[config.mk]
export PLATFORM = sky130hd
export DESIGN_NAME = pipe_hazard_ctrl
export DESIGN_NICKNAME = d
export VERILOG_FILES = /design/src/rtl/pipe_hazard_ctrl_pkg.sv /design/src/rtl/pipe_hazard_ctrl_hold_counter.sv /design/src/rtl/pipe_hazard_ctrl.sv
export SDC_FILE = /design/constraint.sdc
export NUM_CORES = 1
export LEC_CHECK = 0
export BUFFER_PORTS_ARGS = -buffer_cell sky130_fd_sc_hd__buf_2
export CORE_AREA = 2 2 39 41
export CTS_CLUSTER_SIZE = 30
export DETAILED_ROUTE_END_ITERATION = 10
export DIE_AREA = 0 0 41 43
export GPL_TIMING_DRIVEN = 0
export MAX_ROUTING_LAYER = met4
export SETUP_SLACK_MARGIN = 0.3
export SLEW_MARGIN = 30
export SYNTH_ARGS = -nofsm -noshare
export SYNTH_HDL_FRONTEND = slang
export SYNTH_SLANG_ARGS = --single-unit
[constraint.sdc]
create_clock -name CLK -period 3.3 [get_ports CLK]
set_input_delay 0.99 -clock CLK [delete_from_list [all_inputs] [get_ports CLK]]
set_output_delay 0.99 -clock CLK [all_outputs]
set_load 0.05 [all_outputs]
[src/rtl/pipe_hazard_ctrl_pkg.sv]
// pipe_hazard_ctrl_pkg: shared FSM encodings, default sizes and the level-to-mask helper for hazard logic
package pipe_hazard_ctrl_pkg;
  typedef enum logic {ST_IDLE = 1'b0, ST_HOLD = 1'b1} state_t;
  localparam int DEF_NSTAGE = 6;
  localparam int DEF_LW = 3;
  function automatic logic [31:0] lvl_mask(input int unsigned lvl, input int unsigned n);
    return (lvl >= n) ? '1 : (32'd2 << lvl) - 32'd1;
  endfunction
endpackage

[src/rtl/pipe_hazard_ctrl_hold_counter.sv]
// pipe_hazard_ctrl_hold_counter: hold duration counter (CLK, RST, load/len, dec, clr -> zero)
module pipe_hazard_ctrl_hold_counter #(
  parameter int CW = 4
) (
  input  logic          CLK,
  input  logic          RST,
  input  logic          load,
  input  logic          dec,
  input  logic          clr,
  input  logic [CW-1:0] len,
  output logic          zero
);
  logic [CW-1:0] cnt;
  always_ff @(posedge CLK)
    if (RST || clr) cnt <= '0;
    else if (load) cnt <= len - CW'(1);
    else if (dec && cnt != '0) cnt <= cnt - CW'(1);
  assign zero = cnt == '0;
endmodule

[src/rtl/pipe_hazard_ctrl.sv]
// pipe_hazard_ctrl: pipeline stall/flush controller (CLK, RST, stall_req, hold_start/hold_len, flush_req/flush_level -> stall, flush, busy; PIPE_CTRL_STATS_EN adds stall_cycles, hold_cycles, flush_count)
module pipe_hazard_ctrl
  import pipe_hazard_ctrl_pkg::*;
#(
  parameter int                 NSTAGE     = DEF_NSTAGE,
  parameter int                 NREQ       = 2,
  parameter int                 LW         = DEF_LW,
  parameter logic [NREQ*LW-1:0] REQ_LEVEL  = {3'd3, 3'd2},
  parameter int                 HOLD_LEVEL = 3,
  parameter int                 CW         = 4
) (
  input  logic              CLK,
  input  logic              RST,
  input  logic [NREQ-1:0]   stall_req,
  input  logic              hold_start,
  input  logic [CW-1:0]     hold_len,
  input  logic              flush_req,
  input  logic [LW-1:0]     flush_level,
  output logic [NSTAGE-1:0] stall,
  output logic [NSTAGE-1:0] flush,
  output logic              busy
`ifdef PIPE_CTRL_STATS_EN
  ,
  output logic [31:0]       stall_cycles,
  output logic [31:0]       hold_cycles,
  output logic [15:0]       flush_count
`endif
);
  state_t state, nxt;
  logic cnt_zero, start;
  logic [NSTAGE-1:0] req_or;
  assign start = state == ST_IDLE && hold_start && hold_len != '0 && !flush_req;
  pipe_hazard_ctrl_hold_counter #(.CW(CW)) u_cnt (
    .CLK  (CLK),
    .RST  (RST),
    .load (start),
    .dec  (state == ST_HOLD),
    .clr  (flush_req),
    .len  (hold_len),
    .zero (cnt_zero)
  );
  always_ff @(posedge CLK)
    if (RST) state <= ST_IDLE;
    else state <= nxt;
  always_comb begin
    req_or = '0;
    for (int i = 0; i < NREQ; i++)
      req_or |= stall_req[i] ? NSTAGE'(lvl_mask(32'(REQ_LEVEL[i*LW +: LW]), NSTAGE)) : '0;
  end
  // Flush overrides everything, including the hold; reset blanks all outputs.
  always_comb begin
    nxt = flush_req ? ST_IDLE : state == ST_IDLE ? (start ? ST_HOLD : ST_IDLE) : (cnt_zero ? ST_IDLE : ST_HOLD);
    busy = !RST && state == ST_HOLD;
    stall = (RST || flush_req) ? '0 : req_or | (busy ? NSTAGE'(lvl_mask(HOLD_LEVEL, NSTAGE)) : '0);
    flush = (!RST && flush_req) ? NSTAGE'(lvl_mask(32'(flush_level), NSTAGE)) : '0;
  end
`ifdef PIPE_CTRL_STATS_EN
  always_ff @(posedge CLK)
    if (RST) begin
      stall_cycles <= '0;
      hold_cycles  <= '0;
      flush_count  <= '0;
    end else begin
      if (stall != '0 && stall_cycles != '1) stall_cycles <= stall_cycles + 32'd1;
      if (state == ST_HOLD && hold_cycles != '1) hold_cycles <= hold_cycles + 32'd1;
      if (flush_req && flush_count != '1) flush_count <= flush_count + 16'd1;
    end
`endif
endmodule
==> metrics.yaml <==
synthesis.instances: 52
diodes: 0
worst_setup_hold_path_clk_slew_ns: 0.05
first_pass_iters: 2
antenna_left: 0
die-height_um: 43
synthesis.yosys.warnings: 0
max_clock_skew_ns: 0.002298
crit_path_max_fanout: 7
die_area_sq_mm: 0.001763
clock-sinks: 5
min-delay-path-class: "reg -> reg"
worstPathArrival_ns: 1.97
crit_path_end_kind: "output port"
power.density_cell_area_mw_per_mm2: 329.4
gr-usage-met1: 0.1543
fp.dieW_um: 41
grt.overflow.total: 0
report.final.setup_viol: 0
final_max_slew_viol_count: 0
clockRootBuffer: "sky130_fd_sc_hd__clkbuf_4"
synth_largest_type_area_fraction: 0.2286
maxCapViolCount: 0
start_util: 0.3165
unrepaired_setup_endpoints_after_global_routing: "no"
setup_slack_ns: 0.3391
drt_drc_violations_left: 0
hold_ws_ns: 0.4922
postSynthAreaPerCell_sq_um: 8.422
final_period_minus_worst_setup_slack_ns: 2.961
drive_gt1_frac: 0.6000
boundaryPins: 26
portion_of_the_clock_cycle_consumed_by_the_worst_path_in_the_final_layout: 0.8972
final_net_count: 95
num_rows: 14
gp_congestion: 0.6372
final_util: 0.4901
yosys_reg_bits: 5
viasPerCell: 5.052
synthTopCellsByArea: "sky130_fd_sc_hd__dfxtp_1 (23%), sky130_fd_sc_hd__buf_4 (6.9%), sky130_fd_sc_hd__o21a_1 (5.1%), sky130_fd_sc_hd__a21oi_1 (4.6%), sky130_fd_sc_hd__nor2_1 (4.3%)"
detailedRoute.firstIterationViolations: 2
synthDistinctLibCells: 32
cellLeakagePower_nw: 0.3070
vias: 485
cts_max_path_buffers: 2
seq_area_frac_synth: 0.2286
cts-htree-levels: 1
outcome: "completed"
post-layout-total-power_uw: 223.4
placeableCoreArea_sq_mm: 0.001384
totalWireLength_um: 1062
place.port_buffers: 23
synthDominantAreaCellType: "sky130_fd_sc_hd__dfxtp_1"
grt_busiest_layer: "met2"
antenna_found_initial: 0
max_clock_freq_mhz: 337.7
pin_count_of_the_biggest_net_entering_global_routing: 8
fin_tns_setup_ns: 0
globalRouteMet2Util: 0.2219
filler_cell_count: 132
critical_setup_path_kind: "in -> out"
ir_drop_mv: 0.1560
via_count_of_the_first_global_routing_pass: 452
timing.critical_path.from_type: "input pin"
first_pass_grt_wire_length_um: 1669
final-hold-violation-count: 0
clk_latency_ns: 0.25
gr-usage-met3: 0.06283
syn_to_final_growth_pct: 54.86
detail_route.wl_per_cell_um: 11.06
worstPathRequired_ns: 2.31
place_worst_setup_slack_ns: 0.2358
tritoncts: "built"
globalRouteTotalUtil: 0.1409
cts-buffers-inserted: 3
synth_area_sq_um: 437.9
half_perimeter_wire_length_of_the_detailed_placement_result_um: 852.6
multi_input_area_sq_um: 332.8
area.sequential_sq_um: 100.1
critical path: stages:
cell and delay, ns:
sky130_fd_sc_hd__buf_2 0.12, sky130_fd_sc_hd__or2_2 0.31, sky130_fd_sc_hd__buf_8 0.14, sky130_fd_sc_hd__a21oi_4 0.15, sky130_fd_sc_hd__clkbuf_4 0.26
area by class of cell:
class | count | share of cell area
plain buffers | 5 | 0.07749
clock buffers | 3 | 0.03321
clock inverters | 1 | 0.007380
inverters | 2 | 0.01107
multi-input cells | 41 | 0.4908
flip-flops and latches | 5 | 0.1476
well taps | 16 | 0.02952
repair buffers | 23 | 0.2030
report_power, final:
| part | switching [mW] | internal, mW | leakage [nW] |
|---|---|---|---|
| Combinational | 0.0529 | 0.0332 | 0.249 |
| Clock | 0.0275 | 0.0440 | 0.0177 |
| Sequential | 0.00306 | 0.0627 | 0.0406 |
| Total | 0.0835 | 0.140 | 0.307 |
sequential cells by signal, summed over array words and instances (netlist names):
register	count
u_cnt.cnt	4
state	1
path summary, 6_finish.rpt:
kind                        startpoint                         to  slack [ns]  cells past startpoint
max                          flush_req                   stall[0]        0.34                      5
min          u_cnt.cnt[3]$_SDFFE_PN0P_  u_cnt.cnt[3]$_SDFFE_PN0P_        0.49                      2
min reg2reg  u_cnt.cnt[3]$_SDFFE_PN0P_  u_cnt.cnt[3]$_SDFFE_PN0P_        0.49                      2
max reg2reg           state$_SDFF_PN0_  u_cnt.cnt[2]$_SDFFE_PN0P_        1.31                      8
cell usage after synthesis:
library cell and count:
sky130_fd_sc_hd__dfxtp_1 5, sky130_fd_sc_hd__nor2_1 5, sky130_fd_sc_hd__a21oi_1 4, sky130_fd_sc_hd__buf_4 4, sky130_fd_sc_hd__o21a_1 3, sky130_fd_sc_hd__a211oi_1 2, sky130_fd_sc_hd__inv_1 2, sky130_fd_sc_hd__nand3_1 2
sky130_fd_sc_hd__nor3_1 2, sky130_fd_sc_hd__a211oi_2 1, sky130_fd_sc_hd__a32oi_1 1, sky130_fd_sc_hd__and2_1 1, sky130_fd_sc_hd__and4bb_2 1, sky130_fd_sc_hd__clkbuf_1 1, sky130_fd_sc_hd__conb_1 1, sky130_fd_sc_hd__ha_1 1
sky130_fd_sc_hd__mux2i_1 1, sky130_fd_sc_hd__nand2_1 1, sky130_fd_sc_hd__nor2_2 1, sky130_fd_sc_hd__nor2b_1 1, sky130_fd_sc_hd__nor3b_1 1, sky130_fd_sc_hd__nor4_1 1, sky130_fd_sc_hd__nor4b_1 1, sky130_fd_sc_hd__o21ai_2 1
sky130_fd_sc_hd__o21ai_4 1, sky130_fd_sc_hd__o31a_1 1, sky130_fd_sc_hd__o41ai_2 1, sky130_fd_sc_hd__or2_2 1, sky130_fd_sc_hd__or3_4 1, sky130_fd_sc_hd__or3b_4 1, sky130_fd_sc_hd__or4_1 1, sky130_fd_sc_hd__xor2_1 1
cells in the final DEF, fill, tap and decap left out, types with 3 or more instances in the layout:
cell type,synthesis,routed
sky130_fd_sc_hd__buf_8,0,3
sky130_fd_sc_hd__dfxtp_1,5,5
sky130_fd_sc_hd__buf_2,0,20
sky130_fd_sc_hd__nor2_1,5,4
sky130_fd_sc_hd__a21oi_1,4,3
sky130_fd_sc_hd__clkbuf_4,0,4
routing by layer:
metal / vias up / wire length, um
met5: - / 0
met4: 0 / 0
met3: 0 / 111
met2: 26 / 513
met1: 217 / 438
li1: 242 / -
stage by stage:
stage                     area [sq um]  std cells
after detailed placement         626.9         92
final                            678.2         96
after global routing             678.2         96
after floorplan                  491.7         53
after global placement           626.9         92
after CTS                        659.4         96
cell families after synthesis:
logic type / after synthesis / synth area share
compound gates: 15 / 0.2943
xor+xnor: 1 / 0.02000
buf+inv: 7 / 0.09429
simple gates: 21 / 0.3029
flops: 5 / 0.2286
other cells: 1 / 0.008563
mux: 1 / 0.02286
fa+ha+maj: 1 / 0.02857
repair_timing:
action / in CTS / in global routing
resized for setup: 2 / 6
hold buffers: 0 / 0
endpoints found under the setup margin: 3 / 3
setup buffers: 0 / 0
pin swaps: 0 / 0
No activity file was read; power rests on OpenSTA's default activity.
